<file path="src/rtl/rv32_pipeline_pkg.sv">
// Shared types for the RV32 5-stage pipeline.
// Fetch-side entry, NOP constant and fetch FSM states.
package rv32_pipeline_pkg;

  typedef logic [31:0] word_t;

  localparam word_t RV32_NOP = 32'h00000013;

  typedef struct packed {
    word_t pc;
    word_t instruction;
  } fetch_entry_t;

  typedef enum logic [1:0] {
    FS_IDLE,
    FS_FETCH,
    FS_HOLD
  } fetch_state_t;

endpackage

</file>
<file path="src/rtl/fetch_fifo.sv">
// Prefetch FIFO between imem responses and decode.
// Head is combinational; flush wins over same-cycle push/pop.
module fetch_fifo
  import rv32_pipeline_pkg::*;
#(
  parameter int DEPTH = 4,
  localparam int AW = $clog2(DEPTH)
) (
  input  logic         clk,
  input  logic         rst_n,
  input  logic         push,
  input  logic         pop,
  input  logic         flush,
  input  fetch_entry_t data,
  output logic [AW:0]  count,
  output fetch_entry_t head
);

  localparam logic [AW:0] FULL_C = (AW+1)'(DEPTH);

  fetch_entry_t   mem [DEPTH];
  logic [AW-1:0]  wr_ptr;
  logic [AW-1:0]  rd_ptr;
  logic           full;
  logic           do_push;
  logic           do_pop;

  assign full    = count == FULL_C;
  assign do_pop  = pop && count != '0 && !flush;
  assign do_push = push && !flush && (!full || do_pop);
  assign head    = mem[rd_ptr];

  always_ff @(posedge clk) begin
    if (do_push) mem[wr_ptr] <= data;
  end

  always_ff @(posedge clk) begin
    if (!rst_n || flush) begin
      wr_ptr <= '0;
      rd_ptr <= '0;
      count  <= '0;
    end else begin
      if (do_push) wr_ptr <= wr_ptr + AW'(1);
      if (do_pop)  rd_ptr <= rd_ptr + AW'(1);
      case ({do_push, do_pop})
        2'b10:   count <= count + (AW+1)'(1);
        2'b01:   count <= count - (AW+1)'(1);
        default: count <= count;
      endcase
    end
  end

  overflow_a: assert property (
    @(posedge clk) disable iff (!rst_n)
    !(push && full && !pop && !flush)
  );

endmodule

</file>
<file path="src/rtl/rv32_fetch_unit.sv">
// RV32 instruction fetch front end: PC, imem request
// credits, stale-response dropping and prefetch FIFO.
module rv32_fetch_unit
  import rv32_pipeline_pkg::*;
#(
  parameter word_t PC_RESET_VALUE  = 32'h00000000,
  parameter int    FIFO_DEPTH      = 4,
  parameter int    MAX_OUTSTANDING = 4
) (
  input  logic        clk,
  input  logic        rst_n,
  input  logic        fetch_en,
  input  logic        redirect_valid,
  input  logic [31:0] redirect_pc,
  output logic        imem_req_valid,
  input  logic        imem_req_ready,
  output logic [31:0] imem_req_addr,
  input  logic        imem_rsp_valid,
  input  logic [31:0] imem_rsp_data,
  output logic        if_valid,
  input  logic        if_ready,
  output logic [31:0] if_instruction,
  output logic [31:0] if_pc
);

  localparam int CW = $clog2(FIFO_DEPTH) + 1;
  localparam logic [CW:0]   DEPTH_LIM = (CW+1)'(FIFO_DEPTH);
  localparam logic [CW-1:0] OUT_LIM   = CW'(MAX_OUTSTANDING);

  fetch_state_t  state;
  fetch_state_t  state_nxt;
  word_t         pc;
  word_t         rsp_pc;
  word_t         target;
  logic [CW-1:0] outstanding;
  logic [CW-1:0] out_nxt;
  logic [CW-1:0] drop_cnt;
  logic [CW-1:0] fifo_count;
  logic [CW:0]   credit_sum;
  fetch_entry_t  head;
  fetch_entry_t  push_entry;
  logic          credit_ok;
  logic          hs;
  logic          keep;
  logic          drop;
  logic          pop;
  logic          unused_lsbs;

  assign unused_lsbs = ^redirect_pc[1:0];
  assign target      = {redirect_pc[31:2], 2'b00};

  assign credit_sum = {1'b0, fifo_count} + {1'b0, outstanding};
  assign credit_ok  = credit_sum < DEPTH_LIM
                   && outstanding < OUT_LIM;

  assign imem_req_valid = state == FS_FETCH
                       && credit_ok
                       && !redirect_valid;
  assign imem_req_addr  = pc;
  assign hs = imem_req_valid && imem_req_ready;

  assign drop = imem_rsp_valid && drop_cnt != '0;
  assign keep = imem_rsp_valid && drop_cnt == '0;

  assign if_valid       = fifo_count != '0;
  assign pop            = if_valid && if_ready;
  assign if_instruction = if_valid ? head.instruction : RV32_NOP;
  assign if_pc          = if_valid ? head.pc : '0;

  assign push_entry = '{pc: rsp_pc, instruction: imem_rsp_data};

  always_comb begin
    state_nxt = state;
    case (state)
      FS_IDLE:  if (fetch_en)  state_nxt = FS_FETCH;
      FS_FETCH: if (!fetch_en) state_nxt = FS_HOLD;
      FS_HOLD:  if (fetch_en)  state_nxt = FS_FETCH;
      default:  state_nxt = FS_IDLE;
    endcase
  end

  always_comb begin
    out_nxt = outstanding;
    if (hs && !imem_rsp_valid)
      out_nxt = outstanding + CW'(1);
    else if (!hs && imem_rsp_valid)
      out_nxt = outstanding - CW'(1);
  end

  // On redirect every live request becomes stale.
  always_ff @(posedge clk) begin
    if (!rst_n) begin
      state       <= FS_IDLE;
      pc          <= PC_RESET_VALUE;
      rsp_pc      <= PC_RESET_VALUE;
      outstanding <= '0;
      drop_cnt    <= '0;
    end else begin
      state       <= state_nxt;
      outstanding <= out_nxt;
      if (redirect_valid) begin
        pc       <= target;
        rsp_pc   <= target;
        drop_cnt <= out_nxt;
      end else begin
        if (hs)   pc       <= pc + 32'd4;
        if (keep) rsp_pc   <= rsp_pc + 32'd4;
        if (drop) drop_cnt <= drop_cnt - CW'(1);
      end
    end
  end

  fetch_fifo #(
    .DEPTH (FIFO_DEPTH)
  ) u_fifo (
    .clk   (clk),
    .rst_n (rst_n),
    .push  (keep),
    .pop   (pop),
    .flush (redirect_valid),
    .data  (push_entry),
    .count (fifo_count),
    .head  (head)
  );

endmodule

</file>
<file path="config.mk">
export PLATFORM = sky130hd
export DESIGN_NAME = rv32_fetch_unit
export DESIGN_NICKNAME = d
export VERILOG_FILES = /design/src/rtl/rv32_pipeline_pkg.sv /design/src/rtl/fetch_fifo.sv /design/src/rtl/rv32_fetch_unit.sv
export SDC_FILE = /design/constraint.sdc
export NUM_CORES = 1
export LEC_CHECK = 0
export CAP_MARGIN = 20
export CORE_ASPECT_RATIO = 0.7
export CORE_MARGIN = 2
export CORE_UTILIZATION = 43
export DETAILED_ROUTE_END_ITERATION = 8
export PLACE_DENSITY = 0.71
export REMOVE_ABC_BUFFERS = 1
export SKIP_CTS_REPAIR_TIMING = 1
export SLEW_MARGIN = 20
export SYNTH_ARGS = -nofsm -noshare
export SYNTH_HDL_FRONTEND = slang
export SYNTH_HIERARCHICAL = 1
export SYNTH_SLANG_ARGS = --single-unit
export TNS_END_PERCENT = 50
</file>
<file path="constraint.sdc">
create_clock -name clk -period 4.87 [get_ports clk]
set_clock_uncertainty 0.2 [all_clocks]
set_input_delay 0.974 -clock clk [delete_from_list [all_inputs] [get_ports clk]]
set_output_delay 0.974 -clock clk [all_outputs]
set_load 0.02 [all_outputs]
</file>
---- Word level (Yosys, flattened, before mapping) ----
Memories as Yosys holds them, arrays and structs flattened. A register that Yosys moved wholly into a read port is not among the register bits.
Index checks and enable logic that the tools add are counted.
cells by class
  $add $sub $neg .......................... 10
  $lt $le $gt $ge ......................... 2
  equal/unequal tests ..................... 7
  muxes and demuxes ....................... 18
  bitwise logic cells ..................... 1
  reduce and logical (&&, ||, !) cells .... 31
operators with widths
  operator                                                               number
  32-bit 2-to-1 mux                                                      6
  32-bit by 3-bit adder with 32-bit output, second input constant        2
  1-bit logical AND                                                      13
  3-bit 2-to-1 mux                                                       4
  3-bit by 1-bit subtractor with 3-bit output, second input constant     3
  2-bit 2-to-1 mux                                                       4
  2-bit nonzero test                                                     4
  3-bit by 1-bit adder with 3-bit output, second input constant          2
  3-bit case mux with 2 select lines                                     1
  3-bit nonzero test                                                     2
  1-bit zero test                                                        5
  2-bit by 1-bit adder with 2-bit output, second input constant          2
  3-bit by 3-bit adder with 4-bit output                                 1
  2-bit by 1-bit equality test with 1-bit output, second input constant  2
  2-bit equality test, second input constant                             2
  4-bit by 3-bit < comparator with 1-bit output, second input constant   1
  2-bit case mux with 2 select lines                                     1
  2-bit OR reduction                                                     2
  3-bit equality test, second input constant                             1
  3-bit zero test                                                        1
  3-bit < comparator, second input constant                              1
  2-bit zero test                                                        1
  1-bit logical OR                                                       2
  1-bit 2-to-1 mux                                                       2
  4 further kinds                                                        4
word-level totals
  bits in registers ....................... 79
  memory bits (writable) .................. 256
  input bits .............................. 71
  output and inout port bits .............. 98
  logic and storage cells ................. 80
  memories kept ........................... 1
memory list
  name        depth  width  read ports  clocked after memory_dff  wr ports  RTL line          RTL
  u_fifo.mem  4      64     1           1                         1         fetch_fifo.sv:21  fetch_entry_t mem [DEPTH];

---- Depth between registers and ports, before layout ----
Gate-level depths: netlist of run 1.
  depth after elaboration ................. 11
  depth in mapped cells ................... 10
  gate-level depth less buffers ........... 10

---- Hierarchy ----
Netlist of run 1, hierarchy kept.
modules (own cells, without submodules)
  module           instances  cells an instance  area each (um^2)  sequential area each (um^2)
  fetch_fifo       1          390                9,703.1           7,867.5
  rv32_fetch_unit  1          540                4,130.2           1,361.3

---- Least setup slack after synthesis of run 1 ----
Ideal clock, no wire load.
  kind .................................... input to register
  start point ............................. in imem_rsp_valid
  end point ............................... mem u_fifo/mem[0][0] (netlist bit) (enable)
  library setup time ...................... 0.429 ns
  arrival ................................. 3.503 ns
  required time ........................... 4.241 ns
  setup slack ............................. 0.738 ns
  stages .................................. 6
  buffers on the path ..................... 1
  cells stage by stage .................... clkbuf_1 -> nand3b_1 -> clkinv_1 -> nand2_2 -> nor2_1 -> and2_1
on the way
  longest elaborated chain between the ends .. 5
RTL lines
  element                                 RTL line               RTL
  start, declared                         rv32_fetch_unit.sv:18  input logic imem_rsp_valid,
  1-bit logical AND                       rv32_fetch_unit.sv:63  assign keep = imem_rsp_valid && drop_cnt == '0;
  net keep                                rv32_fetch_unit.sv:44  logic keep;
  1-bit logical AND (2 in series)         fetch_fifo.sv:30       assign do_push = push && !flush && (!full || do_pop);
  1-bit 2-to-1 mux                        fetch_fifo.sv:34       if (do_push) mem[wr_ptr] <= data;
  1-bit 2-to-1 mux (not written as such)  fetch_fifo.sv:34
  end, declared                           fetch_fifo.sv:21
The timed path passes the listed nets, and every way through them passes these cells.

---- Worst setup path after layout of run 1 ----
  start point ............................. reg u_fifo.count[1]
  end point ............................... out if_pc[20]
on the way
  longest elaborated chain between the ends .. 2
RTL lines
  element                 RTL line               RTL
  start, declared         fetch_fifo.sv:15       output logic [AW:0] count,
  start signal, assigned  fetch_fifo.sv:46       2'b10: count <= count + (AW+1)'(1);
  start signal, assigned  fetch_fifo.sv:47       2'b01: count <= count - (AW+1)'(1);
  start signal, assigned  fetch_fifo.sv:48       default: count <= count;
  3-bit nonzero test      rv32_fetch_unit.sv:65  assign if_valid = fifo_count != '0;
  32-bit 2-to-1 mux       rv32_fetch_unit.sv:68  assign if_pc = if_valid ? head.pc : '0;
  end, declared           rv32_fetch_unit.sv:23  output logic [31:0] if_pc
Every way passes these cells.

==> impl_metrics.tcl, run 1 <==
set metrics [dict create \
    synth_area_leader_cell "edfxtp_1" \
    synthXorXnorAreaFrac_pct 2.85 \
    finalSetupTns_ns 0 \
    cp_num_buf_inv 2 \
    fin_crit_ns 4.17 \
    die_h_um 154 \
    final_hold_viol_count 0 \
    syn_inst 930 \
    setup_viol 0 \
    ctsLongestPathBuffers 3 \
    io_buffers 164 \
    synth-seq-cells 333 \
    synthTopCellsByArea "edfxtp_1 (56%), dfxtp_1 (11%), mux4_2 (10%)" \
    worst_pin_slew_ns 1.07 \
    route.detailed.drc 0 \
    power.density_mw_per_mm2 358 \
    synthMuxAreaShare_pct 11.1 \
    use_met3_pct 3.96 \
    synthSimpleGateAreaFrac_pct 10.5 \
    coreArea_sq_mm 0.0314 \
    grt-busiest-layer "met2" \
    synthAdderAreaFrac_pct 1.23 \
    cp_slowest_stage_delay_ns 0.75 \
    final_nets 1198 \
    worstPathRequired_ns 3.70 \
    drt_wl_total_mm 32.5 \
    firstDrtPassIters 5 \
    path_cells "or3_2, buf_4, and2_1, clkdlybuf4s50_1" \
    ys.flop_type "edfxtp_1" \
    std_cell_rows 54 \
    crit_path_end_kind "primary output" \
    ant_nets 0 \
    dp_cells 1498 \
    finalCritPeriodShare_pct 85.6 \
    clkTransAtPathRegs_ns 0.06 \
    first_global_vias 8370 \
    dp_hpwl_mm 21.3 \
    vdd_drop_max_mv 0.214 \
    yosysUniqueCellTypes 56 \
    initial_core_util_pct 44.0 \
    drt-initial-drc-count 853 \
    cp_max_fo 40 \
    maxCapViolations 0 \
    rsz0062_at_grt "false" \
    die_area_sq_mm 0.0336 \
    antenna_found_initial 1 \
    use_met2_pct 29.3 \
    critPathArrivalTime_ns 3.00 \
    netlist_area_sq_mm 0.0138 \
    grt_usage_pct 19.2 \
    yosys_warnings 6 \
    grt_max_degree 45 \
    gp_congestion 0.822 \
    die_w_um 218 \
    worstSkewPairLatency_ns 0.53 \
    drive_gt1_share_pct 14.0 \
    num_vias 8631 \
    status "completed" \
    syn2layout_area_growth_pct 24.1 \
    ys_async_sr_fraction_pct 0 \
    drv_slew 0 \
    start_kind "flip-flop" \
    io_pins 169 \
    worst-setup-path-type "reg -> out" \
    grt_pass1_wl_mm 49.3 \
    cts.sinks 333 \
    final_cells 1559 \
    yosysMostFrequentCell "edfxtp_1" \
    synth_compound_area_share_pct 5.65 \
    synth_edf_count 256 \
    power_leakage_uw 0.00552 \
    synth_top_family_by_area "multiplexers" \
    synth_top_cell_area_share_pct 55.6 \
    crit_slowest_cell "or3_2" \
    tritoncts "yes" \
    critPathTopFamily "buffers and inverters" \
    avgSynthCellArea_sq_um 14.9 \
    hp-class "reg -> reg" \
    cts_buffers 34 \
    htree_levels 2 \
    gr-usage-met1_pct 28.0 \
    whs_ns 0.289 \
    synth_seq_area_share_pct 66.7 \
    max_freq_mhz 240 \
    vias_per_cell 5.54 \
    num_antenna_cells 0 \
    overflow 0 \
    slew-limit-headroom_pct 27.8 \
    routedWlPerCell_um 20.8 \
    cts_root_buf "clkbuf_16" \
    synth_common_cells "edfxtp_1 (256), dfxtp_1 (77), and2_1 (72)" \
]
==> placed cells by master (no fill, tap or decap), types with 6 or more instances in the layout <==
| master | instances |
|---|---|
| and2_1 | 68 |
| clkbuf_1 | 8 |
| xor2_1 | 24 |
| edfxtp_1 | 256 |
| xnor2_1 | 21 |
| nand3_1 | 24 |
| buf_4 | 19 |
| conb_1 | 10 |
| clkinv_1 | 6 |
| nand4_1 | 24 |
| clkbuf_16 | 34 |
| nor2_1 | 39 |
| nor3_1 | 15 |
| and3_1 | 7 |
| dfxtp_1 | 75 |
| o21ai_0 | 37 |
| a21oi_1 | 51 |
| inv_1 | 17 |
| a31oi_1 | 17 |
| clkdlybuf4s50_1 | 164 |
| nand2b_1 | 6 |
| a211oi_1 | 6 |
| ha_1 | 12 |
| mux4_2 | 64 |
| nand2_1 | 48 |
==> registers in the layout (all words and copies together) (netlist names), named ones only <==
name / count
outstanding: 3
state: 2
u_fifo/mem: 256
imem_req_addr: 30
u_fifo/count: 3
rsp_pc: 30
u_fifo/rd_ptr: 2
u_fifo/wr_ptr: 2
drop_cnt: 3
==> final cells by class <==
class                      count  area [sq um]
inverter                      20          75.1
multi-input combinational    537          4390
fill                        2554         14200
tap                          420           526
sequential                   333          9230
timing repair buffer         188          1880
clock buffer                  43           895
clock inverter                18           170
==> per-stage QoR <==
step	worst slack (ns)	power (uW)	utilization, %	area (sq um)
2_1_floorplan	0.0853	3470	-	13700
3_3_place_gp	0.812	3680	51.3	16100
3_5_place_dp	0.859	3690	51.3	16100
4_1_cts	0.620	6200	54.6	17200
5_1_grt	0.537	6350	54.6	17200
6_report	0.700	6140	54.6	17200
==> where the power goes <==
group	total, uW	internal (uW)	switching [uW]
Combinational	415	192	222
Sequential	3220	3140	77.5
Clock	2500	1420	1080
==> final timing paths <==
kind | to | cells past startpoint | start | slack (ns)
setup / recovery | if_pc[20] | 4 | u_fifo/count[1] | 0.70
hold / removal | state[0] | 1 | state[1] | 0.29
setup reg to reg | u_fifo/mem[2][8] | 7 | u_fifo/count[0] | 1.29
hold reg to reg | state[0] | 1 | state[1] | 0.29
==> cell families (layout without fill, tap and decap cells) <==
logic type | after synthesis | count (layout)
AO/OA/AOI/OAI | 131 | 131
XOR/XNOR | 45 | 45
adder cells (fa/ha/maj) | 13 | 13
buffers and inverters | 69 | 269
flip-flops | 333 | 333
multiplexers | 72 | 72
other | 1 | 10
AND/OR/NAND/NOR | 266 | 266
==> layer usage <==
metal / vias up / wire length [um] / share of wire (%)
met5: - / 0 / 0
met4: 0 / 574 / 1.8
met3: 45 / 2240 / 6.9
met2: 316 / 14800 / 46
met1: 4334 / 14900 / 46
li1: 3936 / - / -
(Power assumes the default switching activity.)
==> run 2: changes to the inputs <==
Settings changed: SKIP_CTS_REPAIR_TIMING 1 to default.
==> results of run 2 <==
Same layout as run 1: the final DEF is identical, and so are final timing and power.
==> run 3: changes to the inputs <==
Settings changed: ABC_AREA from default to 1, CAP_MARGIN 20 to default, CORE_UTILIZATION 43 to 57, PLACE_DENSITY 0.71 to 0.88.
==> impl_metrics.tcl, run 3 <==
set metrics [dict create \
    status "completed" \
    routedWlPerCell_um 18.1 \
    layout_common_cells "nor2_1 (271), edfxtp_1 (256), nand2_1 (225), inv_1 (183), clkdlybuf4s50_1 (164)" \
    synth-seq-cells 333 \
    worst_pin_slew_ns 1.01 \
    synth_area_leader_cell "edfxtp_1" \
    ctsLongestPathBuffers 3 \
    die_w_um 199 \
    yosys_warnings 6 \
    power.density_mw_per_mm2 341 \
    syn_inst 1591 \
    p_total_uw 6180 \
    ant_nets 0 \
    fin_area_sq_mm 0.0181 \
    avgSynthCellArea_sq_um 9.53 \
    ys.flop_type "edfxtp_1" \
    mostFrequentLayoutCell "nor2_1" \
    synth_common_cells "nor2_1 (275), edfxtp_1 (256), nand2_1 (225)" \
    grt_usage_pct 27.4 \
    synth_compound_area_share_pct 11.8 \
    maxCapViolations 0 \
    hp-class "reg -> reg" \
    synthTopCellsByArea "edfxtp_1 (51%), dfxtp_1 (10%), nor2_1 (6.8%)" \
    critPathTopFamily "buffers and inverters" \
    r2r_cells 9 \
    antenna_found_initial 0 \
    cp_num_buf_inv 3 \
    regMostFlops "u_fifo/mem" \
    max_freq_mhz 223 \
    drt_wl_total_mm 38.5 \
    tritoncts "yes" \
    clkTransAtPathRegs_ns 0.06 \
    yosysMostFrequentCell "nor2_1" \
    ff2ff_setup_slack_ns 2.12 \
    first_global_vias 11600 \
    finalCritPeriodShare_pct 92.2 \
    min_from "state[1]" \
    start_kind "flip-flop" \
    largest_reg_flops 256 \
    route.detailed.drc 0 \
    vias_per_cell 5.66 \
    endpoint "if_pc[23]" \
    reg2reg_to "u_fifo/mem[3][58]" \
    std_cell_rows 49 \
    synthAdderAreaFrac_pct 1.12 \
    crit_slowest_cell "dfxtp_4" \
    post_cts_buffers 0 \
    rsz0062_at_grt "false" \
    synth_top_cell_area_share_pct 50.7 \
    num_antenna_cells 0 \
    firstDrtPassIters 5 \
    yosysUniqueCellTypes 44 \
    gp_congestion 0.948 \
    worstSkewPairLatency_ns 0.57 \
    num_vias 12000 \
    power_leakage_uw 0.00685 \
    synth_edf_count 256 \
    drt-initial-drc-count 1361 \
    drv_slew 0 \
    crit_path_end_kind "primary output" \
    vdd_drop_max_mv 0.254 \
    dp_hpwl_mm 24.0 \
    fillers 1852 \
    grt_max_degree 70 \
    die_area_sq_mm 0.0279 \
    overflow 0 \
    synth_seq_area_share_pct 60.9 \
    coreArea_sq_mm 0.0259 \
    setup_viol 0 \
    reg2reg_from "drop_cnt[0]" \
    io_buffers 164 \
    hold_buffers 0 \
    syn2layout_area_growth_pct 19.5 \
    io_pins 169 \
    cts_buffers 31 \
    netlist_area_sq_mm 0.0152 \
    critPathArrivalTime_ns 3.31 \
    slew-limit-headroom_pct 32.6 \
    initial_core_util_pct 58.5 \
    final_hold_viol_count 0 \
    cts_resized 0 \
    synthXorXnorAreaFrac_pct 1.33 \
    synth_top_family_by_area "simple AND/OR/NAND/NOR gates" \
    cp_slowest_stage_delay_ns 0.74 \
    ys_async_sr_fraction_pct 0 \
    path_cells "buf_4, o21ai_0, o22ai_1, inv_1, nor2_1, clkdlybuf4s50_1" \
    final_nets 1826 \
    cts.sinks 333 \
    htree_levels 1 \
    worstPathRequired_ns 3.70 \
    synthMuxAreaShare_pct 0 \
    fin_crit_ns 4.49 \
    cp_max_fo 69 \
    drive_gt1_share_pct 5.72 \
    grt_pass1_wl_mm 59.8 \
    die_h_um 140 \
    cts_root_buf "clkbuf_16" \
    worst-setup-path-type "reg -> out" \
    synthSimpleGateAreaFrac_pct 17.3 \
    placed_cell_area_sq_mm 0.0171 \
    crit_cells 6 \
]
==> run 3: tightest hold or removal path: cells and delay by family, from the launching register on <==
kind	cells	cell delay [ns]
buffers and inverters	1	0.06
DFF	1	0.31
AOI/OAI and AO/OA	1	0.06
==> run 3: area by class of cell <==
cell class,count,area [sq um],share of cell area [%]
inverters,189,712,3.93
multi-input cells,1006,4870,26.9
flip-flops and latches,333,9230,51.0
repair buffers,181,1840,10.2
clock buffers,43,882,4.87
well taps,357,447,2.47
clock inverters,15,131,0.725
==> run 3: how the worst min path moves through the flow <==
| stage | slack [ns] | to | cells after the start |
|---|---|---|---|
| floorplan | 0.24 | state[1] | 2 |
| global placement | 0.26 | state[1] | 2 |
| detailed placement | 0.27 | state[1] | 2 |
| CTS | 0.28 | state[1] | 2 |
| global route | 0.31 | state[1] | 2 |
| finish | 0.27 | state[1] | 2 |
==> run 3: stage by stage <==
stage | setup WS [ns] | hold WS (ns) | utilization, % | TNS [ns] | instances
after floorplan | -0.798 | 0.243 | - | -240.51 | 1528
after global placement | 1.10 | 0.258 | 66.0 | 0 | 2066
after detailed placement | 1.02 | 0.267 | 66.0 | 0 | 2066
after CTS | 0.367 | 0.277 | 69.9 | 0 | 2124
after global routing | 0.164 | 0.308 | 69.9 | 0 | 2124
final | 0.381 | 0.274 | 69.9 | 0 | 2124
==> run 3: logic make-up (layout without fill, tap and decap cells) <==
| group | count (synthesis) | after routing |
|---|---|---|
| AO/OA/AOI/OAI | 334 | 334 |
| XOR/XNOR | 23 | 23 |
| adder cells (fa/ha/maj) | 13 | 13 |
| buffers and inverters | 261 | 428 |
| flip-flops | 333 | 333 |
| other | 1 | 10 |
| AND/OR/NAND/NOR | 626 | 626 |
==> run 3: metal layers <==
layer	routed length, um	part of all wire (%)	global-route usage, %
met3	4200	11	5.95
met5	0	0	0
met1	16300	42	38.3
met4	680	1.8	6.79
met2	17400	45	43.9
==> run 3: power by group <==
group | leakage (uW) | internal (uW) | switching [uW]
registers | 0.00296 | 3150 | 91.9
logic | 0.00339 | 212 | 325
clock network | 0.000499 | 1330 | 1070
